## src/rtl/sd_txf_pkg.sv

```systemverilog
`default_nettype none
// ============================================================================
//  Module   : sd_txf_pkg
//  Purpose  : Shared constants and helpers for the SD TX FIFO filler.
//             Holds the state encoding, Wishbone constants and the
//             FIFO free-space calculation.
//  Revision : 1.0 - initial release
// ============================================================================
package sd_txf_pkg;

    // FSM state encoding
    localparam logic [2:0] ST_IDLE       = 3'd0;
    localparam logic [2:0] ST_WAIT_SPACE = 3'd1;
    localparam logic [2:0] ST_FETCH      = 3'd2;
    localparam logic [2:0] ST_GAP        = 3'd3;
    localparam logic [2:0] ST_FINISH     = 3'd4;

    localparam logic [3:0]  WB_SEL_ALL = 4'hF;
    localparam logic [31:0] WORD_BYTES = 32'd4;

    // Words the FIFO can still accept. A write strobe that is on the wire
    // this cycle has not reached the level count yet, so it is charged here.
    // Saturates at zero if the level ever exceeds the depth.
    function automatic logic [6:0] free_space(
        input logic [6:0] depth,
        input logic [5:0] level,
        input logic       wr_pending
    );
        logic [7:0] used;
        used = {2'b00, level} + {7'd0, wr_pending};
        if (used >= {1'b0, depth}) begin
            return 7'd0;
        end
        return depth - used[6:0];
    endfunction

endpackage
`default_nettype wire

```

## src/rtl/sd_txf_wb_beat.sv

```systemverilog
`default_nettype none
// ============================================================================
//  Module   : sd_txf_wb_beat
//  Purpose  : Single-beat Wishbone read handler. Holds cyc/stb until the
//             controlling FSM drops it (or a bus error ends it), qualifies
//             ack/err, and registers the read word towards the TX FIFO.
//  Config   : SD_TXF_BYTE_SWAP_EN - byte-reverse read data before the FIFO.
//  Ports    : clk, rst_n       clock, synchronous active-low reset
//             i_launch         raise cyc/stb at next edge
//             i_drop           lower cyc/stb at next edge (wins over launch)
//             i_flush          suppress the FIFO write of a beat this cycle
//             i_wb_dat/ack/err Wishbone read return path
//             o_cyc            cyc/stb value
//             o_beat_ok/err    qualified beat completion this cycle
//             o_fifo_wr/dat    registered FIFO write port
//  Revision : 1.0 - initial release
// ============================================================================
module sd_txf_wb_beat (
    input  logic        clk,
    input  logic        rst_n,
    input  logic        i_launch,
    input  logic        i_drop,
    input  logic        i_flush,
    input  logic [31:0] i_wb_dat,
    input  logic        i_wb_ack,
    input  logic        i_wb_err,
    output logic        o_cyc,
    output logic        o_beat_ok,
    output logic        o_beat_err,
    output logic        o_fifo_wr,
    output logic [31:0] o_fifo_dat
);

    logic        r_cyc;
    logic        r_fifo_wr;
    logic [31:0] r_fifo_dat;
    logic [31:0] w_dat;

`ifdef SD_TXF_BYTE_SWAP_EN
    assign w_dat = {i_wb_dat[7:0], i_wb_dat[15:8], i_wb_dat[23:16], i_wb_dat[31:24]};
`else
    assign w_dat = i_wb_dat;
`endif

    // An error on the same beat as an ack takes precedence: data is discarded.
    assign o_beat_ok  = r_cyc & i_wb_ack & ~i_wb_err;
    assign o_beat_err = r_cyc & i_wb_err;

    always_ff @(posedge clk) begin
        if (!rst_n) begin
            r_cyc      <= 1'b0;
            r_fifo_wr  <= 1'b0;
            r_fifo_dat <= 32'd0;
        end else begin
            if (i_drop || o_beat_err) begin
                r_cyc <= 1'b0;
            end else if (i_launch) begin
                r_cyc <= 1'b1;
            end
            r_fifo_wr <= o_beat_ok & ~i_flush;
            if (o_beat_ok && !i_flush) begin
                r_fifo_dat <= w_dat;
            end
        end
    end

    assign o_cyc      = r_cyc;
    assign o_fifo_wr  = r_fifo_wr;
    assign o_fifo_dat = r_fifo_dat;

endmodule
`default_nettype wire

```

## src/rtl/sd_tx_fifo_filler.sv

```systemverilog
`default_nettype none
// ============================================================================
//  Module   : sd_tx_fifo_filler
//  Purpose  : Wishbone read master that prefetches xfer_words 32-bit words
//             into the SD TX FIFO in bursts of BURST_LEN single beats,
//             launching a burst only when the FIFO has room for all of it.
//  Config   : SD_TXF_BYTE_SWAP_EN - byte-reverse words written to the FIFO.
//  Ports    : clk/rst_n               clock, synchronous active-low reset
//             start/abort             control pulses (abort wins)
//             base_adr/xfer_words     transfer descriptor
//             busy/done/err           status
//             m_wb_*                  Wishbone read master
//             fifo_wr/fifo_dat        TX FIFO write port (registered)
//             fifo_full/fifo_level    TX FIFO status
//  Revision : 1.0 - initial release
// ============================================================================
module sd_tx_fifo_filler
    import sd_txf_pkg::*;
#(
    parameter int FIFO_DEPTH = 8,
    parameter int BURST_LEN  = 4,
    parameter int CNT_W      = 16
) (
    input  logic             clk,
    input  logic             rst_n,
    input  logic             start,
    input  logic             abort,
    input  logic [31:0]      base_adr,
    input  logic [CNT_W-1:0] xfer_words,
    output logic             busy,
    output logic             done,
    output logic             err,
    output logic             m_wb_cyc_o,
    output logic             m_wb_stb_o,
    output logic             m_wb_we_o,
    output logic [3:0]       m_wb_sel_o,
    output logic [31:0]      m_wb_adr_o,
    input  logic [31:0]      m_wb_dat_i,
    input  logic             m_wb_ack_i,
    input  logic             m_wb_err_i,
    output logic             fifo_wr,
    output logic [31:0]      fifo_dat,
    input  logic             fifo_full,
    input  logic [5:0]       fifo_level
);

    localparam int               c_BEAT_W    = $clog2(FIFO_DEPTH + 1);
    localparam logic [c_BEAT_W-1:0] c_LAST_BEAT = c_BEAT_W'(BURST_LEN - 1);
    localparam logic [CNT_W-1:0] c_BURST     = CNT_W'(BURST_LEN);

    logic [2:0]          r_state;
    logic [31:0]         r_adr;
    logic [CNT_W-1:0]    r_rem;
    logic [c_BEAT_W-1:0] r_beat;
    logic                r_busy;
    logic                r_done;
    logic                r_err;

    logic                w_cyc;
    logic                w_beat_ok;
    logic                w_beat_err;
    logic                w_fifo_wr;
    logic [6:0]          w_free;
    logic [CNT_W-1:0]    w_need;
    logic                w_space_ok;
    logic                w_active;
    logic                w_violation;
    logic                w_last_beat;
    logic                w_launch;
    logic                w_drop;

    assign w_free     = free_space(7'(FIFO_DEPTH), fifo_level, w_fifo_wr);
    // The final burst may be shorter than BURST_LEN; only wait for its size.
    assign w_need     = (r_rem < c_BURST) ? r_rem : c_BURST;
    assign w_space_ok = (CNT_W'(w_free) >= w_need);

    assign w_active    = (r_state == ST_WAIT_SPACE) || (r_state == ST_FETCH) ||
                         (r_state == ST_GAP);
    // A write landing on a full FIFO means the credit accounting broke.
    assign w_violation = w_fifo_wr & fifo_full & w_active;
    assign w_last_beat = (r_beat == c_LAST_BEAT) || (r_rem == CNT_W'(1));

    assign w_launch = !abort && !w_violation && (r_state == ST_WAIT_SPACE) && w_space_ok;
    assign w_drop   = abort || w_violation ||
                      ((r_state == ST_FETCH) && w_beat_ok && w_last_beat);

    sd_txf_wb_beat u_beat (
        .clk        (clk),
        .rst_n      (rst_n),
        .i_launch   (w_launch),
        .i_drop     (w_drop),
        .i_flush    (w_violation),
        .i_wb_dat   (m_wb_dat_i),
        .i_wb_ack   (m_wb_ack_i),
        .i_wb_err   (m_wb_err_i),
        .o_cyc      (w_cyc),
        .o_beat_ok  (w_beat_ok),
        .o_beat_err (w_beat_err),
        .o_fifo_wr  (w_fifo_wr),
        .o_fifo_dat (fifo_dat)
    );

    always_ff @(posedge clk) begin
        if (!rst_n) begin
            r_state <= ST_IDLE;
            r_adr   <= 32'd0;
            r_rem   <= '0;
            r_beat  <= '0;
            r_busy  <= 1'b0;
            r_done  <= 1'b0;
            r_err   <= 1'b0;
        end else begin
            r_done <= 1'b0;
            if (abort) begin
                r_state <= ST_IDLE;
                r_busy  <= 1'b0;
            end else if (w_violation) begin
                r_err   <= 1'b1;
                r_done  <= 1'b1;
                r_busy  <= 1'b0;
                r_state <= ST_FINISH;
            end else begin
                case (r_state)
                    ST_IDLE: begin
                        if (start) begin
                            r_err <= 1'b0;
                            if (xfer_words != '0) begin
                                r_adr   <= base_adr & 32'hFFFF_FFFC;
                                r_rem   <= xfer_words;
                                r_busy  <= 1'b1;
                                r_state <= ST_WAIT_SPACE;
                            end else begin
                                r_done <= 1'b1;
                            end
                        end
                    end
                    ST_WAIT_SPACE: begin
                        if (w_space_ok) begin
                            r_beat  <= '0;
                            r_state <= ST_FETCH;
                        end
                    end
                    ST_FETCH: begin
                        if (w_beat_err) begin
                            r_err   <= 1'b1;
                            r_done  <= 1'b1;
                            r_busy  <= 1'b0;
                            r_state <= ST_FINISH;
                        end else if (w_beat_ok) begin
                            r_adr  <= r_adr + WORD_BYTES;
                            r_rem  <= r_rem - CNT_W'(1);
                            r_beat <= r_beat + c_BEAT_W'(1);
                            if (w_last_beat) begin
                                r_state <= ST_GAP;
                            end
                        end
                    end
                    ST_GAP: begin
                        if (r_rem != '0) begin
                            r_state <= ST_WAIT_SPACE;
                        end else begin
                            // Last write is on the wire this cycle; done follows it.
                            r_done  <= 1'b1;
                            r_busy  <= 1'b0;
                            r_state <= ST_FINISH;
                        end
                    end
                    ST_FINISH: begin
                        r_state <= ST_IDLE;
                    end
                    default: begin
                        r_state <= ST_IDLE;
                    end
                endcase
            end
        end
    end

    assign busy       = r_busy;
    assign done       = r_done;
    assign err        = r_err;
    assign m_wb_cyc_o = w_cyc;
    assign m_wb_stb_o = w_cyc;
    assign m_wb_we_o  = 1'b0;
    assign m_wb_sel_o = WB_SEL_ALL;
    assign m_wb_adr_o = r_adr;
    assign fifo_wr    = w_fifo_wr;

endmodule
`default_nettype wire

```

## config.mk

```make
export PLATFORM = sky130hd
export DESIGN_NAME = sd_tx_fifo_filler
export DESIGN_NICKNAME = d
export VERILOG_FILES = /design/src/rtl/sd_txf_pkg.sv /design/src/rtl/sd_txf_wb_beat.sv /design/src/rtl/sd_tx_fifo_filler.sv
export SDC_FILE = /design/constraint.sdc
export NUM_CORES = 1
export LEC_CHECK = 0
export CELL_PAD_IN_SITES_DETAIL_PLACEMENT = 0
export CELL_PAD_IN_SITES_GLOBAL_PLACEMENT = 1
export CORE_ASPECT_RATIO = 2
export CORE_UTILIZATION = 25
export DETAILED_ROUTE_END_ITERATION = 6
export MAX_ROUTING_LAYER = met4
export PLACE_DENSITY = 0.69
export SLEW_MARGIN = 40
export SYNTH_ARGS = -nofsm -noshare
export SYNTH_HDL_FRONTEND = slang
export SYNTH_SLANG_ARGS = --single-unit
```

## constraint.sdc

```tcl
create_clock -name clk -period 4.5 [get_ports clk]
set_input_delay 0.9 -clock clk [delete_from_list [all_inputs] [get_ports clk]]
set_output_delay 0.9 -clock clk [all_outputs]
set_load 0.005 [all_outputs]
```

# == Yosys cells after proc, flatten, opt, wreduce, memory -nomap -nowiden ==
# Index checks and enable logic that the tools add are counted.
# op_classes
addsub,5
reduce_logical,30
n_bitwise,10
mux,42
eq_ne,20
order_cmp,3
# op_table
operator,count
$mux 32,4
$mux 16,5
$pmux 32 s2,1
$add 32x3->32 const B,1
$pmux 16 s2,1
$reduce_bool 16->1,2
$mux 3,8
$eq 16x1->1 const B,1
$ge 7x16->1,1
$lt 16x3->1 const B,1
$sub 16x1->16 const B,1
$reduce_and 5->1,3
$mux 7,2
$mux 1,13
$mux 4,3
$ne 3x2->1 const B,4
$pmux 3 s4,1
$ne 2x2->1 const B,5
$pmux 4 s2,1
$add 6x1->7,1
$ge 7x4->1 const B,1
$reduce_and 7->1,1
$sub 4x7->7 const A,1
$and 1x1->1,6
other kinds (21),42
# totals
in_bits,93
wordCells,121
register_bits,92
output_inout_bits,75

# == Depth between registers and ports, before layout ==
# Gate-level depths: netlist of run 1.
# depth
word_depth,8
depth_mapped,15
depth_no_buf,15

# == By module ==
# From an unflattened synthesis of run 1, not the netlist that was laid out.
# unflattened
cells_unflattened,673
hier_area_um2,5300.1
# by_module_without_submodules
module,area_each_um2,seq_area_each_um2,cells_per_inst,n_inst
sd_tx_fifo_filler,3913.8,1121.1,525,1
sd_txf_wb_beat,1386.3,680.7,148,1

# == Worst setup path before layout of run 1 ==
# Ideal clock, no wire load.
# synth_path
path_kind,input port to flip-flop
start,in fifo_level[0]
end,"reg u_beat.r_cyc, in the netlist u_beat.o_cyc"
slack_ps,1100
required_time_ps,4422
t_arrival_ps,3322
path_buffers,0
setup_ps,78
stages,14
cell_sequence,ha_1 -> ha_1 -> xor2_1 -> or3_1 -> nor2_1 -> nor2_1 -> nor2_1 -> nand2_1 -> ha_1 -> o21ai_0 -> a221oi_1 -> o21ai_0 -> o41a_1 -> nor3_1
# synth_between
elab_chain_len,6
elab_cells_between_ends,7
classes_between,add/sub: 2; order compare: 2; mux: 2; reduce/logical: 1
# synth_rtl
item,line,text
start: declaration,sd_tx_fifo_filler.sv:44,input logic [5:0] fifo_level
$add 6x1->7 (*),sd_txf_pkg.sv:30,"used = {2'b00, level} + {7'd0, wr_pending};"
$ge 7x4->1,sd_txf_pkg.sv:31,"if (used >= {1'b0, depth}) begin"
$mux 1,sd_txf_pkg.sv:31,
$mux 7 (*),sd_txf_pkg.sv:34,return depth - used[6:0];
$ge 7x16->1 (*),sd_tx_fifo_filler.sv:75,assign w_space_ok = (CNT_W'(w_free) >= w_need);
$logic_and 1x1->1 (*),sd_tx_fifo_filler.sv:83,assign w_launch = !abort && !w_violation && (r_state == ST_WAIT_SPACE) && w_space_ok;
end signal: assignment,sd_txf_wb_beat.sv:51,r_cyc <= 1'b0;
end signal: assignment,sd_txf_wb_beat.sv:56,r_cyc <= 1'b0;
end signal: assignment,sd_txf_wb_beat.sv:58,r_cyc <= 1'b1;
end: declaration,sd_txf_wb_beat.sv:34,logic r_cyc;
# Every way passes the cells marked *; elsewhere a longest branch is shown, timed or not.
# A chain may end at the register's enable or synchronous reset.

# == Worst setup path after layout of run 1 ==
# Ends and elaborated chain as after synthesis.

==> results of run 1 <==
## per-stage QoR
stage / std cells / instance area, um2 / total power [mW] / setup slack (ns)
finish: 1094 / 7170 / 1.88 / 0.768
global route: 1094 / 7170 / 1.96 / 0.522
CTS: 1094 / 7170 / 1.91 / 0.723
detailed placement: 1079 / 6890 / 1.17 / 0.374
global placement: 1079 / 6890 / 1.17 / 0.389
floorplan: 706 / 5210 / 1.02 / 1.10
## area by class of cell
class                           count  share of cell area
Clock buffer                       13              0.0363
Inverter                           13             0.00681
Timing Repair Buffer              166               0.231
Tap cell                          266              0.0464
Multi-Input combinational cell    544               0.427
Sequential cell                    90               0.251
Clock inverter                      2             0.00175
## worst reg2reg max path, delay by kind of cell (launching register included)
kind	cells	cell delay, ns
simple gates	6	0.85
flops	1	0.33
fa+ha+maj	3	0.72
xor+xnor	1	0.17
compound gates	4	0.97
## routing by layer
layer / GRT usage / share of wire / up-vias / wire length [um]
li1: - / - / 2743 / -
met1: 0.167 / 0.39 / 2547 / 6650
met2: 0.320 / 0.56 / 127 / 9550
met3: 0.0206 / 0.032 / 22 / 550
met4: 0.0597 / 0.026 / 0 / 448
met5: - / 0 / - / 0
## power by group
part           total, mW  switching [mW]  internal (mW)
Sequential         0.855          0.0338          0.821
Combinational      0.300           0.140          0.160
Clock              0.722           0.320          0.402
## registers in the layout, summed over array words and instances (netlist names)
name,cells
u_beat.o_fifo_dat,32
m_wb_adr_o,30
r_rem,16
r_beat,4
r_state,3
busy,1
done,1
err,1
u_beat.o_cyc,1
u_beat.o_fifo_wr,1
## Yosys cell counts (4+ instances only)
cell type  instances
a211oi_1           4
a21o_1             4
a21oi_1           91
a22oi_1            8
a31oi_1           10
a41oi_1            4
and2_1             6
and3_1             8
and4_1             5
buf_2             15
buf_4              8
clkbuf_1          28
dfxtp_1           90
ha_1              14
inv_1             12
nand2_1          137
nand3_1           29
nand4_1            6
nor2_1            49
nor3_1            21
nor4_1             6
o21ai_0           29
o21ai_1           16
o221a_2            5
o31ai_1            7
o32ai_1            5
o41ai_1            6
or3_1              4
## cell usage in the layout (no fill, tap or decap), types with 10 or more instances in the layout
| cell | count |
|---|---|
| nor3_1 | 20 |
| dfxtp_1 | 90 |
| ha_1 | 14 |
| nor2_1 | 48 |
| a31oi_1 | 10 |
| nand2_1 | 136 |
| a21oi_1 | 91 |
| clkdlybuf4s50_1 | 158 |
| inv_1 | 12 |
| o21ai_0 | 29 |
| conb_1 | 12 |
| o21ai_1 | 16 |
| nand3_1 | 29 |
## path summary, 6_finish.rpt
kind | slack [ns] | start | endpoint | depth (start not counted)
worst max-delay path | 0.77 | fifo_level[0] | u_beat.o_cyc | 15
worst min-delay path | 0.45 | u_beat.o_fifo_dat[14] | u_beat.o_fifo_dat[14] | 2
worst max register to register | 1.38 | u_beat.o_fifo_wr | u_beat.o_cyc | 14
worst min register to register | 0.45 | u_beat.o_fifo_dat[14] | u_beat.o_fifo_dat[14] | 2
## cells by family (layout without fill, tap and decap cells)
group	Yosys count	count (layout)
and+or+nand+nor	298	298
AOI/OAI and AO/OA	217	217
DFF	90	90
buffers and inverters	72	194
adders and majority gates	14	14
xor gates and xnor gates	3	3
other	2	12
==> metrics.md, run 1 <==
| Metric | Value |
|---|---|
| Via density | 4.97 |
| Die H | 205 um |
| Most used DFF post-synth | dfxtp_1 |
| Synth area leader | dfxtp_1 |
| Delay-heaviest family, CP | compound AO/OA/AOI/OAI gates |
| Via count | 5439 |
| Synth top area share | 0.349 |
| Maximum vdd ir drop | 149 uV |
| Least-Margin Pin Slew | 0.683 ns |
| FMAX | 0.268 GHz |
| Crit path launch type | input port |
| Fin util | 0.352 |
| Static leakage | 2.47 nW |
| Clk_skew | 0.00989 ns |
| Top cells by area, synth | dfxtp_1 35%, nand2_1 9.9%, a21oi_1 8.8% |
| Syn avg cell area | 7.43 um2 |
| Max Cap Viol | 0 |
| # fillers | 2240 |
| CTS clk-pin slew, worst paths | 0.07 ns |
| Drt total wl | 17200 um |
| Post CTS Setup Buffer Count | 0 |
| Global-route wire length before repair | 27300 um |
| Final Critical Period | 3.73 ns |
| H-tree levels | 3 |
| Hold Path Class | reg -> reg |
| Max Slew Vio Count | 0 |
| Setup Crit Path Kind | in -> reg |
| Reg area | 1800 um2 |
| Die width | 104 um |
| CP bufs+invs | 1 |
| PwrDens | 262 nW/um2 |
| Post-synthesis register bit count | 90 |
| Largest fanout on the critical path | 4 |
| Largest net degree at the start of global routing | 56 |
| Status | finished clean |
| Cts bufs inserted | 9 |
| Proportion of layout cells with a drive suffix above 1 | 0.0580 |
| Mux contribution to synthesized area | 0 |
| Final worst path period share | 0.829 |
| Critical Path AT | 4.00 ns |
| Adder-cell share of the synthesized area | 0.0339 |
| Remaining global-route overflow | 0 |
| Post-synthesis xor/xnor area fraction | 0.00508 |
| Compound-Gate Fraction of Synth Area | 0.264 |
| Warnings, synthesis | 0 |
| EDFF count, synth | 0 |
| Yosys cell types | 73 |
| First DRT Iteration DRCs | 241 |
| Routed len/inst | 15.7 um |
| Vias in the first global route | 5239 |
| Hold slack | 0.451 ns |
| Fin nets | 931 |
| Finish-stage setup viols | 0 |
| CTS tree | yes |
| Multi-input gate area | 3060 um2 |
| Crit. End Element | flop |
| Slowest CP cell | clkdlybuf4s50_1 |
| Row count | 74 |
| Post-Syn Instances | 696 |
| Async set or reset register ratio after synthesis | 0 |
| Synthesized cell area | 5170 um2 |
| Crit-path cells | clkdlybuf4s50_1 -> ha_1 -> ha_1 -> xor2_1 -> or3_1 -> nor2_1 -> nor2_1 -> nor2_1 -> nand2_1 -> ha_1 -> o21ai_0 -> a221oi_1 -> o21ai_0 -> o41a_1 -> nor3_1 |
| Area growth from synthesis to final layout | 38.7% |
| Delay of the slowest critical-path stage | 0.40 ns |
| HPWL Detailed | 12400 um |
| Placer Congestion | 0.787 |
| Initial Util | 0.254 |
| Antenna violations before repair | 0 |
| Post-synthesis sequential area ratio | 0.349 |
| Ports | 168 |
| Main combinational cell family by area after synthesis | simple AND/OR/NAND/NOR gates |
| CTS resizes | 0 |
| Relative slew slack | 0.543 |
| Detail Route Antenna Nets | 0 |
| Inserted Diodes | 0 |
| Setup TNS | 0 ns |
| Gr usage total | 0.165 |
| Final hold vios | 0 |
| Root Driver | clkbuf_16 |
| Simple-gate share of the synthesized area | 0.275 |
| Die area | 21300 um2 |
| Total core area | 20400 um2 |
| RSZ-0062 raised after global routing | false |
| Worst Path Required | 4.77 ns |
| Clk_lat worst skew | 0.34 ns |
| Post-route DRC violation count | 0 |
| # port buffers | 158 |
| CTS Buffer Depth | 2 |
| Cts hold-fix bufs | 0 |
| CTS sink count | 90 |
| 1st-pass router iterations | 5 |
Power figures use the tool's default switching activity.
==> run 2, diff against run 1 <==
--- a/config.mk
+++ b/config.mk
@@ -11,7 +11,7 @@
 export CORE_UTILIZATION = 25
 export DETAILED_ROUTE_END_ITERATION = 6
 export MAX_ROUTING_LAYER = met4
-export PLACE_DENSITY = 0.69
+export PLACE_DENSITY = 0.72
 export SLEW_MARGIN = 40
 export SYNTH_ARGS = -nofsm -noshare
 export SYNTH_HDL_FRONTEND = slang
==> constraint.sdc (replaced) <==
create_clock -name clk -period 3.05 [get_ports clk]
set_input_delay 0.61 -clock clk [delete_from_list [all_inputs] [get_ports clk]]
set_output_delay 0.61 -clock clk [all_outputs]
set_load 0.005 [all_outputs]
==> metrics.md, run 2 (same netlist as run 1, synthesis figures left out) <==
| Metric | Value |
|---|---|
| Die H | 205 um (unchanged) |
| Detail Route Antenna Nets | 0 (unchanged) |
| Least-Margin Pin Slew | 0.635 ns (was 0.683 ns) |
| Final Critical Period | 2.88 ns |
| Finish-stage setup viols | 0 (unchanged) |
| Clk_lat worst skew | 0.35 ns (was 0.34 ns) |
| Largest net degree at the start of global routing | 66 (was 56) |
| Antenna violations before repair | 0 (unchanged) |
| Comb pwr share | 0.169 (was 0.160) |
| Post-DP Area | 7130 um2 (was 6890 um2) |
| Row count | 74 (unchanged) |
| Maximum vdd ir drop | 225 uV (was 149 uV) |
| Final worst path period share | 0.944 |
| RSZ-0062 raised after global routing | false (unchanged) |
| Cts hold-fix bufs | 0 (unchanged) |
| CTS sink count | 90 (unchanged) |
| Switching Share | 0.274 (was 0.263) |
| Via density | 4.97 (about the same) |
| Crit. End Element | flop (unchanged) |
| Die width | 104 um (unchanged) |
| CTS Buffer Depth | 2 (unchanged) |
| # port buffers | 158 (unchanged) |
| Critical Path AT | 3.12 ns (was 4.00 ns) |
| CTS clk-pin slew, worst paths | 0.07 ns (about the same) |
| Hold Path Class | reg -> reg (unchanged) |
| Global-route wire length before repair | 28000 um (was 27300 um) |
| Remaining global-route overflow | 0 (unchanged) |
| Sw Pwr | 798 uW (was 494 uW) |
| 1st-pass router iterations | 4 (was 5) |
| Setup Crit Path Kind | in -> reg (unchanged) |
| Max Cap Viol | 0 (unchanged) |
| Clock power share | 0.400 (was 0.385) |
| Die area | 21300 um2 (unchanged) |
| Worst Path Required | 3.29 ns (was 4.77 ns) |
| Post-place setup slack | -0.711 ns (was 0.374 ns) |
| Part of the power in registers | 0.432 (was 0.456) |
| Vias in the first global route | 5403 (was 5239) |
| Fin nets | 961 (was 931) |
| Int Power | 2.12 mW (was 1.38 mW) |
| Initial Util | 0.254 (unchanged) |
| Commonest cells after routing, fill and taps aside | 154 x clkdlybuf4s50_1, 136 x nand2_1, 91 x a21oi_1 (was 158 x clkdlybuf4s50_1, 136 x nand2_1, 91 x a21oi_1) |
| Post-route non-filler standard cell count | 1125 (was 1094) |
| Inserted Diodes | 0 (unchanged) |
| First DRT Iteration DRCs | 215 (was 241) |
| Drt total wl | 17700 um (was 17200 um) |
| Ports | 168 (unchanged) |
| Max FFs per register | 32 (unchanged) |
| Via count | 5591 (was 5439) |
| Final std cell area, no fill | 7520 um2 (was 7170 um2) |
| Post-route DRC violation count | 0 (unchanged) |
| Relative slew slack | 0.573 (was 0.543) |
| Proportion of layout cells with a drive suffix above 1 | 0.111 (was 0.0580) |
| Total core area | 20400 um2 (unchanged) |
| Cts bufs inserted | 9 (unchanged) |
| Gr usage total | 0.170 (was 0.165) |
| HPWL Detailed | 12900 um (was 12400 um) |
| Root Driver | clkbuf_16 (unchanged) |
| PnR worst setup slack | 0.170 ns (was 0.768 ns) |
| PwrDens | 388 nW/um2 (was 262 nW/um2) |
| H-tree levels | 3 (unchanged) |
| Cell Count Post-Placement | 1106 (was 1079) |
| Routed len/inst | 15.8 um (was 15.7 um) |
| Max Slew Vio Count | 0 (unchanged) |
| Final hold vios | 0 (unchanged) |
| Most common cell after layout, fill and taps aside | clkdlybuf4s50_1 (unchanged) |
| CTS tree | yes (unchanged) |
| Crit path launch type | input port (unchanged) |
| Placer Congestion | 0.812 (was 0.787) |
| Static leakage | 2.65 nW (was 2.47 nW) |
| Largest fanout on the critical path | 3 (was 4) |
| Area growth from synthesis to final layout | 45.5% (was 38.7%) |
| Status | finished clean (unchanged) |
| Clk_skew | 0.00790 ns (was 0.00989 ns) |
| FMAX | 0.347 GHz |
==> run 2: changes by cell type in the layout (fill, tap and decap cells not counted), sizes merged, moves of 2 or more <==
cell / before / now
clkdlybuf4s50: 158 / 154
clkinvlp: 1 / 3
dlymetal6s2s: 0 / 2
buf: 8 / 38
clkbuf: 13 / 11
==> run 2: final timing paths <==
path                               from               endpoint  slack, ns  cells past startpoint
setup / recovery          fifo_level[0]              r_beat[0]       0.17                     16
hold reg to reg   u_beat.o_fifo_dat[15]  u_beat.o_fifo_dat[15]       0.45                      2
setup reg to reg       u_beat.o_fifo_wr              r_beat[0]       0.18                     15
hold / removal    u_beat.o_fifo_dat[15]  u_beat.o_fifo_dat[15]       0.45                      2
==> run 2: per-stage QoR <==
step | power (mW) | util | TNS (ns) | hold slack [ns]
2_1_floorplan | 1.51 | - | -0.0237 | 0.447
3_3_place_gp | 1.77 | 0.350 | -3.87 | 0.441
3_5_place_dp | 1.77 | 0.350 | -3.99 | 0.447
4_1_cts | 2.96 | 0.368 | 0 | 0.457
5_1_grt | 3.06 | 0.369 | 0 | 0.479
6_report | 2.92 | 0.369 | 0 | 0.453
==> run 2: final cells by class <==
| cell class | instances | area (um2) |
|---|---|---|
| well taps | 266 | 333 |
| fillers | 2191 | 12900 |
| inverters | 13 | 48.8 |
| clock inverters | 7 | 78.8 |
| repair buffers | 196 | 1890 |
| multi-input cells | 544 | 3140 |
| clock buffers | 9 | 225 |
| flip-flops and latches | 90 | 1800 |
==> run 2: what timing repair did <==
item                       CTS  global route
setup endpoints to repair    7             7
hold endpoints to repair     0             0
setup buffers                3             0
resized for setup           12            11
pin swaps                   15             7
==> run 2: worst max-delay path, cell delays in order <==
cell,delay [ns]
clkbuf_2,0.10
ha_4,0.17
ha_4,0.15
xor2_1,0.15
or3_4,0.34
nor2_2,0.09
nor2_1,0.07
nor2_2,0.10
nand2_1,0.06
ha_1,0.27
o21ai_1,0.07
a221oi_2,0.32
buf_4,0.16
o211ai_1,0.12
a21oi_1,0.25
a21oi_1,0.08
==> run 2: routing by layer <==
layer,global-route usage,up-vias,wire length [um]
li1,-,2793,-
met1,0.171,2630,6800
met2,0.325,150,9910
met3,0.0266,18,649
met4,0.0673,0,371
met5,-,-,0
==> run 2: power groups by stage <==
stage          Combinational [mW]  Sequential (mW)  Clock, mW
2_1_floorplan               0.235             1.27          0
3_3_place_gp                0.483             1.29          0
3_5_place_dp                0.483             1.29          0
4_1_cts                     0.492             1.26       1.21
5_1_grt                     0.537             1.27       1.26
6_report                    0.492             1.26       1.17
==> run 3, diff against run 2 <==
--- a/config.mk
+++ b/config.mk
@@ -12,7 +12,7 @@
 export DETAILED_ROUTE_END_ITERATION = 6
 export MAX_ROUTING_LAYER = met4
 export PLACE_DENSITY = 0.72
-export SLEW_MARGIN = 40
+export SLEW_MARGIN = 0
 export SYNTH_ARGS = -nofsm -noshare
 export SYNTH_HDL_FRONTEND = slang
 export SYNTH_SLANG_ARGS = --single-unit
==> results of run 3 <==
Final layout, timing and power as in run 2 (identical DEF).
